**config.mk**
```make
export PLATFORM = sky130hd
export DESIGN_NAME = hanoi_solver_flat
export DESIGN_NICKNAME = d
export VERILOG_FILES = /design/src/rtl/hanoi_solver_if.sv /design/src/rtl/hanoi_solver.sv /design/src/flat_wrapper.sv
export SDC_FILE = /design/constraint.sdc
export NUM_CORES = 1
export LEC_CHECK = 0
export CAP_MARGIN = 0
export CORE_ASPECT_RATIO = 0.7
export CORE_MARGIN = 8
export CORE_UTILIZATION = 45
export DETAILED_ROUTE_END_ITERATION = 10
export PLACE_DENSITY = 0.68
export SKIP_CTS_REPAIR_TIMING = 1
export SYNTH_ARGS = -nofsm -noshare
export SYNTH_HDL_FRONTEND = slang
export SYNTH_SLANG_ARGS = --single-unit
```
**constraint.sdc**
```tcl
create_clock -name clock -period 6.1 [get_ports clock]
set_clock_uncertainty 0.1 [all_clocks]
set_input_delay 1.22 -clock clock [delete_from_list [all_inputs] [get_ports clock]]
set_output_delay 1.22 -clock clock [all_outputs]
set_load 0.01 [all_outputs]
```
**src/rtl/hanoi_solver_if.sv**
```systemverilog
// Request/status bundle for the Tower of Hanoi engine.
// The environment drives moves and starts the solver through master; the engine is the slave.
interface hanoi_solver_if #(
    parameter int NDISCS = 8,
    parameter int PEGW   = 2,
    parameter int CNTW   = 32
);
    logic                     move_valid;
    logic [PEGW-1:0]          from;
    logic [PEGW-1:0]          to;
    logic                     auto_start;
    logic                     busy;
    logic                     done;
    logic                     illegal;
    logic [CNTW-1:0]          move_count;
    logic [NDISCS*PEGW-1:0]   disc_peg;

    modport master (
        output move_valid, from, to, auto_start,
        input  busy, done, illegal, move_count, disc_peg
    );

    modport slave (
        input  move_valid, from, to, auto_start,
        output busy, done, illegal, move_count, disc_peg
    );
endinterface

```
**src/rtl/hanoi_solver.sv**
```systemverilog
// Parametrised Tower of Hanoi engine: manual moves with legality check, plus an
// autonomous iterative solver that emits the optimal move sequence on pegs 0..2.
module hanoi_solver #(
    parameter int NDISCS = 8,
    parameter int NPEGS  = 3,
    parameter int PEGW   = 2,
    parameter int TARGET = 1,
    parameter int CNTW   = 32
) (
    input  logic          clock,
    input  logic          reset,
    hanoi_solver_if.slave bus
);
    localparam int NSLOT = 1 << PEGW;
    localparam int TW    = $clog2(NDISCS + 1);
    // Direction disc 0 cycles through pegs 0..2 so the tower lands on TARGET.
    localparam int DSTEP = (NDISCS % 2 == 1) ? TARGET : 3 - TARGET;

    typedef enum logic [1:0] {IDLE, AUTO_SMALL, AUTO_OTHER} state_t;

    state_t              state, state_next;
    logic [PEGW-1:0]     pegs [NDISCS];
    logic [TW-1:0]       top  [NSLOT];
    logic [CNTW-1:0]     count;
    logic                illegal_q;

    logic                all_home;
    logic                rest_on_target;
    logic                legal;
    logic [PEGW-1:0]     small_dst;
    logic [PEGW-1:0]     peg_a, peg_b;

    logic                move_en;
    logic [TW-1:0]       move_disc;
    logic [PEGW-1:0]     move_dst;
    logic                illegal_next;

    // Board summary: top disc of every peg slot, plus whole-tower predicates.
    always_comb begin
        all_home       = 1'b1;
        rest_on_target = 1'b1;
        for (int i = 0; i < NDISCS; i++) begin
            if (pegs[i] != '0) all_home = 1'b0;
            if (i > 0 && pegs[i] != PEGW'(TARGET)) rest_on_target = 1'b0;
        end
        for (int p = 0; p < NSLOT; p++) begin
            top[p] = TW'(NDISCS);
            for (int i = NDISCS - 1; i >= 0; i--) begin
                if (pegs[i] == PEGW'(p)) top[p] = TW'(i);
            end
        end
    end

    assign legal = (int'(bus.from) < NPEGS) && (int'(bus.to) < NPEGS) &&
                   (bus.from != bus.to) &&
                   (top[bus.from] < TW'(NDISCS)) &&
                   (top[bus.from] < top[bus.to]);

    assign small_dst = PEGW'((int'(pegs[0]) + DSTEP) % 3);

    // The two solver pegs not holding disc 0.
    always_comb begin
        case (pegs[0])
            PEGW'(0): begin peg_a = PEGW'(1); peg_b = PEGW'(2); end
            PEGW'(1): begin peg_a = PEGW'(0); peg_b = PEGW'(2); end
            default:  begin peg_a = PEGW'(0); peg_b = PEGW'(1); end
        endcase
    end

    always_comb begin
        // NOTE: every output of this block gets a default first, so no path leaves one unassigned and no latch is inferred.
        state_next   = state;
        move_en      = 1'b0;
        move_disc    = '0;
        move_dst     = '0;
        illegal_next = 1'b0;
        case (state)
            IDLE: begin
                if (bus.auto_start) begin
                    if (all_home) state_next   = AUTO_SMALL;
                    else          illegal_next = 1'b1;
                end else if (bus.move_valid) begin
                    if (legal) begin
                        move_en   = 1'b1;
                        move_disc = top[bus.from];
                        move_dst  = bus.to;
                    end else begin
                        illegal_next = 1'b1;
                    end
                end
            end
            AUTO_SMALL: begin
                move_en   = 1'b1;
                move_disc = '0;
                move_dst  = small_dst;
                // The tower completes only on the final move, which is always a disc-0 move.
                state_next = (small_dst == PEGW'(TARGET) && rest_on_target) ? IDLE : AUTO_OTHER;
            end
            AUTO_OTHER: begin
                move_en    = 1'b1;
                state_next = AUTO_SMALL;
                if (top[peg_a] < top[peg_b]) begin
                    move_disc = top[peg_a];
                    move_dst  = peg_b;
                end else begin
                    move_disc = top[peg_b];
                    move_dst  = peg_a;
                end
            end
            default: state_next = IDLE;
        endcase
    end

    // NOTE: sequential state uses non-blocking assignments so every register samples pre-edge values.
    always_ff @(posedge clock or posedge reset) begin
        if (reset) state <= IDLE;
        else       state <= state_next;
    end

    always_ff @(posedge clock or posedge reset) begin
        if (reset) begin
            // NOTE: the disc array is architectural state, so it is reset element by element rather than left to power-up.
            for (int i = 0; i < NDISCS; i++) pegs[i] <= '0;
            count     <= '0;
            illegal_q <= 1'b0;
        end else begin
            illegal_q <= illegal_next;
            if (move_en) begin
                for (int i = 0; i < NDISCS; i++) begin
                    if (move_disc == TW'(i)) pegs[i] <= move_dst;
                end
                if (count != '1) count <= count + CNTW'(1);
            end
        end
    end

    for (genvar g = 0; g < NDISCS; g++) begin : g_pack
        assign bus.disc_peg[g*PEGW +: PEGW] = pegs[g];
    end

    assign bus.busy       = (state != IDLE);
    assign bus.done       = rest_on_target && (pegs[0] == PEGW'(TARGET));
    assign bus.illegal    = illegal_q;
    assign bus.move_count = count;
endmodule

```
**src/flat_wrapper.sv**
```systemverilog
// flat-port wrapper written by rule: the top's interface ports become plain ports
module hanoi_solver_flat 
#(
    parameter int NDISCS = 8,
    parameter int NPEGS  = 3,
    parameter int PEGW   = 2,
    parameter int TARGET = 1,
    parameter int CNTW   = 32
)
  (clock, reset, bus_move_valid, bus_from, bus_to, bus_auto_start, bus_busy, bus_done, bus_illegal, bus_move_count, bus_disc_peg);
  hanoi_solver_if #(.NDISCS(NDISCS), .PEGW(PEGW), .CNTW(CNTW)) bus_i ();
  input  logic clock;
  input  logic reset;
  input wire logic [$bits(bus_i.move_valid)-1:0] bus_move_valid;
  input wire logic [$bits(bus_i.from)-1:0] bus_from;
  input wire logic [$bits(bus_i.to)-1:0] bus_to;
  input wire logic [$bits(bus_i.auto_start)-1:0] bus_auto_start;
  output wire logic [$bits(bus_i.busy)-1:0] bus_busy;
  output wire logic [$bits(bus_i.done)-1:0] bus_done;
  output wire logic [$bits(bus_i.illegal)-1:0] bus_illegal;
  output wire logic [$bits(bus_i.move_count)-1:0] bus_move_count;
  output wire logic [$bits(bus_i.disc_peg)-1:0] bus_disc_peg;
  assign bus_i.move_valid = bus_move_valid;
  assign bus_i.from = bus_from;
  assign bus_i.to = bus_to;
  assign bus_i.auto_start = bus_auto_start;
  assign bus_busy = bus_i.busy;
  assign bus_done = bus_i.done;
  assign bus_illegal = bus_i.illegal;
  assign bus_move_count = bus_i.move_count;
  assign bus_disc_peg = bus_i.disc_peg;
  hanoi_solver #(.NDISCS(NDISCS), .NPEGS(NPEGS), .PEGW(PEGW), .TARGET(TARGET), .CNTW(CNTW)) u_core (.clock(clock), .reset(reset), .bus(bus_i));
endmodule
```
==> flow_metrics.tcl, run 1 <==
set metrics [dict create \
    status "finished, final reports clean" \
    grt_usage_pct 18.8 \
    die_w_um 127 \
    drt-vias-per-instance 5.95 \
    grt_pass1_vias 3207 \
    cp.arrival_ns 5.28 \
    final_design_area_no_fill_um2 4630 \
    die_h_um 93.5 \
    synthCells 427 \
    worst-path-max-fanout 8 \
    synth_cell_types 65 \
    fillers 772 \
    yosys.area.top_type_share_pct 33.0 \
    startpoint_type "register" \
    clkLatencyLatePin_ns 0.29 \
    diodes 0 \
    period_needed_ns 5.20 \
    pwr_density_cell_nw_per_um2 139 \
    setup_tns_ns 0 \
    ys.warnings.count 0 \
    antenna_found_initial 0 \
    multi_input_area_um2 2420 \
    grt_max_degree 52 \
    finalHoldViolCount 0 \
    cts.clk_slew.worst_paths_ns 0.07 \
    synth.cell_area_um2 3860 \
    finalSetupViolations 0 \
    synth_nets 452 \
    nets 498 \
    yosysSeqAreaShare_pct 33.0 \
    cts_tree "done" \
    drt_iter0_markers 306 \
    leakagePower_uw 0.00192 \
    slew_headroom_pct 29.7 \
    routed_wl_um 11100 \
    grt_pass1_wl_um 17900 \
    die_area_um2 11900 \
    synth.avg_cell_area_um2 9.05 \
    numCtsBuffers 5 \
    drive_above_1_share_pct 7.38 \
    layout-area-overhead-vs-synth_pct 19.9 \
    synth_edf_count 0 \
    vias 3443 \
    numPortBuffers 58 \
    start_util_pct 46.0 \
    period_share_pct 85.3 \
    seq_area_um2 1280 \
    root_buffer "clkbuf_16" \
    cts_buffer_depth 2 \
    boundaryPins 59 \
    dp_hpwl_um 8430 \
    wl_per_cell_um 19.1 \
    rrSetupSlack_ns 0.90 \
    ys_top_cells_by_area "dfrtp_1 (33%), xnor2_1 (6.3%), ha_1 (5.5%)" \
    power_uw 646 \
    drv_slew 0 \
    clock-sinks 51 \
    synth_ff_type "dfrtp_1" \
    criticalPathCategory "reg -> reg" \
    cts_max_level 2 \
    ant_nets 0 \
    vdd_drop_max_mv 0.102 \
    dr.pass1.iters 4 \
    post_dp_cell_area_um2 4490 \
    hold_path_class "reg -> reg" \
    tightestPinTransition_ns 1.05 \
    ys_ff_latch 51 \
    gp_congestion 0.947 \
    cap_violations 0 \
    drc_errors 0 \
    cp-end-kind "register" \
    row_count 28 \
    async_flop_share_pct 100 \
    grt-ovfl-total 0 \
    timing.fmax_mhz 192 \
    yosysTopAreaCell "dfrtp_1" \
    critPathRequiredTime_ns 6.18 \
    coreArea_um2 8410 \
    rsz0062_at_grt "no" \
]
[report_power, final]
part / internal [µW] / total, µW / leakage (µW) / switching, µW
sequential: 338 / 338 / 0.000679 / 0
combinational: 11.6 / 32.3 / 0.00118 / 20.7
clock: 152 / 275 / 0.0000669 / 124
[cell usage after synthesis (8+ instances only)]
| library cell | n |
|---|---|
| nor2b_1 | 10 |
| a21oi_1 | 10 |
| buf_2 | 11 |
| dfrtp_1 | 51 |
| nand2_1 | 39 |
| xnor2_1 | 28 |
| nand3_1 | 16 |
| nand2b_1 | 12 |
| nor2_1 | 33 |
| nand4_1 | 24 |
| ha_1 | 17 |
| and2_1 | 8 |
| inv_1 | 20 |
| mux2_2 | 10 |
| nor3_1 | 13 |
| mux2_1 | 8 |
| a22oi_1 | 8 |
| clkbuf_1 | 8 |
| and3_1 | 10 |
[cells in the final DEF (no fill, tap or decap), types with 5 or more instances in the layout]
master / count
nand2_1: 39
a21oi_1: 10
ha_1: 17
mux2_1: 8
nor2_1: 33
nand3_1: 16
nor2b_1: 10
clkdlybuf4s50_1: 58
and2_1: 8
clkbuf_16: 5
a22oi_1: 8
nor4_1: 6
mux2_2: 10
and3_1: 10
nor3_1: 13
xnor2_1: 28
o21ai_0: 6
nand2b_1: 12
inv_1: 19
nand4_1: 24
dfrtp_1: 51
[critical path, cell delays in order (launching register included)]
cell and delay, ns:
dfrtp_1 0.46, inv_1 0.12, ha_1 0.27, nor4_1 0.65, nand2b_1 0.20, o21ai_0 0.33, inv_1 0.08, ha_1 0.32
nand2_1 0.09, nor4_1 0.26, nand2_1 0.12, a31oi_1 0.34, a211o_1 0.27, mux2i_1 0.17, a211oi_4 0.62, nor3b_2 0.33
mux2_1 0.35
[per-layer routing]
metal  vias up  GRT usage (%)  share of wire [%]
met3        14           5.28                9.5
li1       1653              -                  -
met2       142           25.9                 41
met5         -              0                  0
met4         0           4.54                1.3
met1      1634           27.9                 49
[sequential cells by signal (all words and copies together), names as in the netlist]
name,flops
u_core.bus.illegal,1
u_core.bus.disc_peg,16
u_core.bus.move_count,32
u_core.state,2
[kinds of logic (layout without fill, tap and decap cells)]
kind of cell / count (synthesis) / count (layout) / synth area share [%]
AND/OR/NAND/NOR: 190 / 190 / 27.1
AO/OA/AOI/OAI: 72 / 72 / 14.9
flip-flops: 51 / 51 / 33.0
buffers and inverters: 40 / 87 / 4.24
XOR/XNOR: 32 / 32 / 7.25
multiplexers: 25 / 25 / 8.03
adder cells (fa/ha/maj): 17 / 17 / 5.50
[path summary, 6_finish.rpt]
| path | start | to | cells past startpoint |
|---|---|---|---|
| max | u_core.bus.disc_peg[0]$_DFFE_PP0P_ | u_core.bus.disc_peg[4]$_DFFE_PP0P_ | 16 |
| min | u_core.bus.move_count[26]$_DFFE_PP0P_ | u_core.bus.move_count[26]$_DFFE_PP0P_ | 1 |
| max reg2reg | u_core.bus.disc_peg[0]$_DFFE_PP0P_ | u_core.bus.disc_peg[4]$_DFFE_PP0P_ | 16 |
| min reg2reg | u_core.bus.move_count[26]$_DFFE_PP0P_ | u_core.bus.move_count[26]$_DFFE_PP0P_ | 1 |
| max in group asynchronous | reset | u_core.bus.move_count[0]$_DFFE_PP0P_ | 2 |
| min in group asynchronous | reset | u_core.bus.move_count[22]$_DFFE_PP0P_ | 2 |
[through the flow]
stage	hold slack [ns]	setup slack, ns	std cells	utilization [%]
floorplan	0.415	1.90	427	-
global placement	0.371	1.13	571	53.4
detailed placement	0.382	1.05	571	53.4
CTS	0.390	1.03	579	55.1
global route	0.395	0.595	579	55.1
finish	0.384	0.896	579	55.1
[cell type report]
cell class / count / share of cell area (%)
Clock buffer: 6 / 2.78
Sequential cell: 51 / 27.5
Clock inverter: 2 / 0.270
Inverter: 21 / 1.70
Multi-Input combinational cell: 336 / 52.3
Timing Repair Buffer: 58 / 12.5
Tap cell: 105 / 2.84
Note: power is estimated with default switching activity, not from simulation.
==> run 2, diff against run 1 <==
--- a/config.mk
+++ b/config.mk
@@ -6,7 +6,7 @@
 export NUM_CORES = 1
 export LEC_CHECK = 0
 export CAP_MARGIN = 0
-export CORE_ASPECT_RATIO = 0.7
+export CORE_ASPECT_RATIO = 0.5
 export CORE_MARGIN = 8
 export CORE_UTILIZATION = 45
 export DETAILED_ROUTE_END_ITERATION = 10
==> run 2 against run 1 <==
- final cell count up 2.1%
- worst hold slack better by 0.0027 ns
- register-to-register slack better by 0.35 ns
- final area up 0.54%
- clock power about the same
- sequential share of layout area down 0.15 points
- flip-flop and latch count unchanged
==> flow_metrics.tcl, run 2 (synthesis results as in run 1) <==
set metrics [dict create \
    finalSetupViolations 0 \
    finalHoldViolCount 0 \
    critical_path_depth 16 \
    clkLatencyLatePin_ns 0.28 \
    rrSetupSlack_ns 1.25 \
    status "finished, final reports clean" \
    tightestPinTransition_ns 1.04 \
    regToRegEndpoint "u_core.bus.disc_peg[5]$_DFFE_PP0P_" \
    crit_chain "inv_1, ha_1, nor4_1, nand2b_1, o21ai_0, inv_1, ha_1, nand2_1, nor4_1, nand2_1, a31oi_1, a211oi_1, mux2_2, a211oi_4, nor3b_2, mux2_1" \
    cp_top_family "compound AO/OA/AOI/OAI gates" \
    crit_slowest_cell "a211oi_1" \
    dp_hpwl_um 7520 \
    rsz0062_at_grt "no" \
    hold_path_class "reg -> reg" \
    grt-ovfl-total 0 \
    start_util_pct 45.3 \
    startpoint_type "register" \
    dr.pass1.iters 5 \
    vias 3449 \
    cts_max_level 2 \
    drt_iter0_markers 232 \
    period_share_pct 79.6 \
    slew_headroom_pct 30.3 \
    ant_nets 0 \
    root_buffer "clkbuf_16" \
    grt_max_degree 52 \
    wl_per_cell_um 17.1 \
    vdd_drop_max_mv 0.113 \
    grt_usage_pct 17.2 \
    worst-path-buf-inv 2 \
    setup_tns_ns 0 \
    clock-sinks 51 \
    critPathRequiredTime_ns 6.16 \
    drv_slew 0 \
    critical_path.max_stage_delay_ns 0.50 \
    cts_tree "done" \
    worstReg2RegStart "u_core.bus.disc_peg[0]$_DFFE_PP0P_" \
    numPortBuffers 58 \
    cts_buffer_depth 2 \
    cap_violations 0 \
    period_needed_ns 4.85 \
    grt_pass1_vias 3221 \
    worstSetupEndpoint "u_core.bus.disc_peg[5]$_DFFE_PP0P_" \
    diodes 0 \
    leakagePower_uw 0.00193 \
    gp_congestion 0.921 \
    cp.arrival_ns 4.92 \
    drc_errors 0 \
    drive_above_1_share_pct 7.59 \
    die_h_um 81.5 \
    die_area_um2 12000 \
    nets 499 \
    final_common_cell "clkdlybuf4s50_1" \
    die_w_um 147 \
    pwr_density_cell_nw_per_um2 139 \
    worst-path-max-fanout 8 \
    reg2regPathDepth 16 \
    drt-vias-per-instance 5.84 \
    largest_reg_flops 32 \
    postLayoutCoreUtil_pct 54.6 \
    cts.clk_slew.worst_paths_ns 0.06 \
    coreArea_um2 8530 \
    antenna_found_initial 0 \
    crit_start "u_core.bus.disc_peg[0]$_DFFE_PP0P_" \
    criticalPathCategory "reg -> reg" \
    numCtsBuffers 5 \
    routed_wl_um 10100 \
    row_count 24 \
    cp-end-kind "register" \
    layout_common_cells "clkdlybuf4s50_1 (58), dfrtp_1 (51), nand2_1 (39)" \
    timing.fmax_mhz 206 \
    boundaryPins 59 \
    layout-area-overhead-vs-synth_pct 20.5 \
    grt_pass1_wl_um 16900 \
]
run 2: changes by cell type in the layout (fill, tap and decap cells not counted), sizes merged:
cell,change
buf,+1
clkinvlp,-1
run 2: where the power goes:
part | internal [µW] | switching, µW
logic | 11.6 | 20.5
registers | 338 | 0
clock network | 160 | 116
run 2: through the flow:
stage / instance area, µm² / hold slack (ns) / cells / setup WS [ns] / total power [µW]
CTS: 4660 / 0.392 / 591 / 1.27 / 655
global route: 4660 / 0.417 / 591 / 0.900 / 674
floorplan: 3860 / 0.415 / 427 / 1.90 / 366
detailed placement: 4510 / 0.379 / 584 / 1.24 / 377
global placement: 4510 / 0.380 / 584 / 1.30 / 377
finish: 4660 / 0.387 / 591 / 1.25 / 646
run 2: worst register-to-register path: stages (launching register included):
cell and delay [ns]:
dfrtp_1 0.42, inv_1 0.11, ha_1 0.30, nor4_1 0.44, nand2b_1 0.20, o21ai_0 0.32
inv_1 0.08, ha_1 0.31, nand2_1 0.13, nor4_1 0.07, nand2_1 0.09, a31oi_1 0.13
a211oi_1 0.50, mux2_2 0.42, a211oi_4 0.46, nor3b_2 0.32, mux2_1 0.35
run 2: cell type report:
class,instances,area (µm²)
clock buffer,6,139
tap,117,146
fill,779,3870
timing repair buffer,59,588
multi-input combinational,336,2420
inverter,21,78.8
clock inverter,1,5.00
sequential,51,1280
run 2: worst min-delay path by stage:
| stage | startpoint | slack [ns] | endpoint | depth (start not counted) |
|---|---|---|---|---|
| 2_1_floorplan | u_core.bus.move_count[28]$_DFFE_PP0P_ | 0.42 | u_core.bus.move_count[28]$_DFFE_PP0P_ | 1 |
| 3_3_place_gp | u_core.bus.move_count[4]$_DFFE_PP0P_ | 0.38 | u_core.bus.move_count[4]$_DFFE_PP0P_ | 1 |
| 3_5_place_dp | u_core.bus.move_count[28]$_DFFE_PP0P_ | 0.38 | u_core.bus.move_count[28]$_DFFE_PP0P_ | 1 |
| 4_1_cts | u_core.bus.move_count[28]$_DFFE_PP0P_ | 0.39 | u_core.bus.move_count[28]$_DFFE_PP0P_ | 1 |
| 5_1_grt | u_core.bus.move_count[28]$_DFFE_PP0P_ | 0.42 | u_core.bus.move_count[28]$_DFFE_PP0P_ | 1 |
| 6_report | u_core.bus.move_count[30]$_DFFE_PP0P_ | 0.39 | u_core.bus.move_count[30]$_DFFE_PP0P_ | 1 |
run 2: metal layers:
layer	part of all wire [%]	global-route usage, %	wire, µm
met5	0	0	0
met4	0.86	3.53	87
met3	5.7	2.64	576
met2	45	28.4	4590
met1	48	23.8	4850
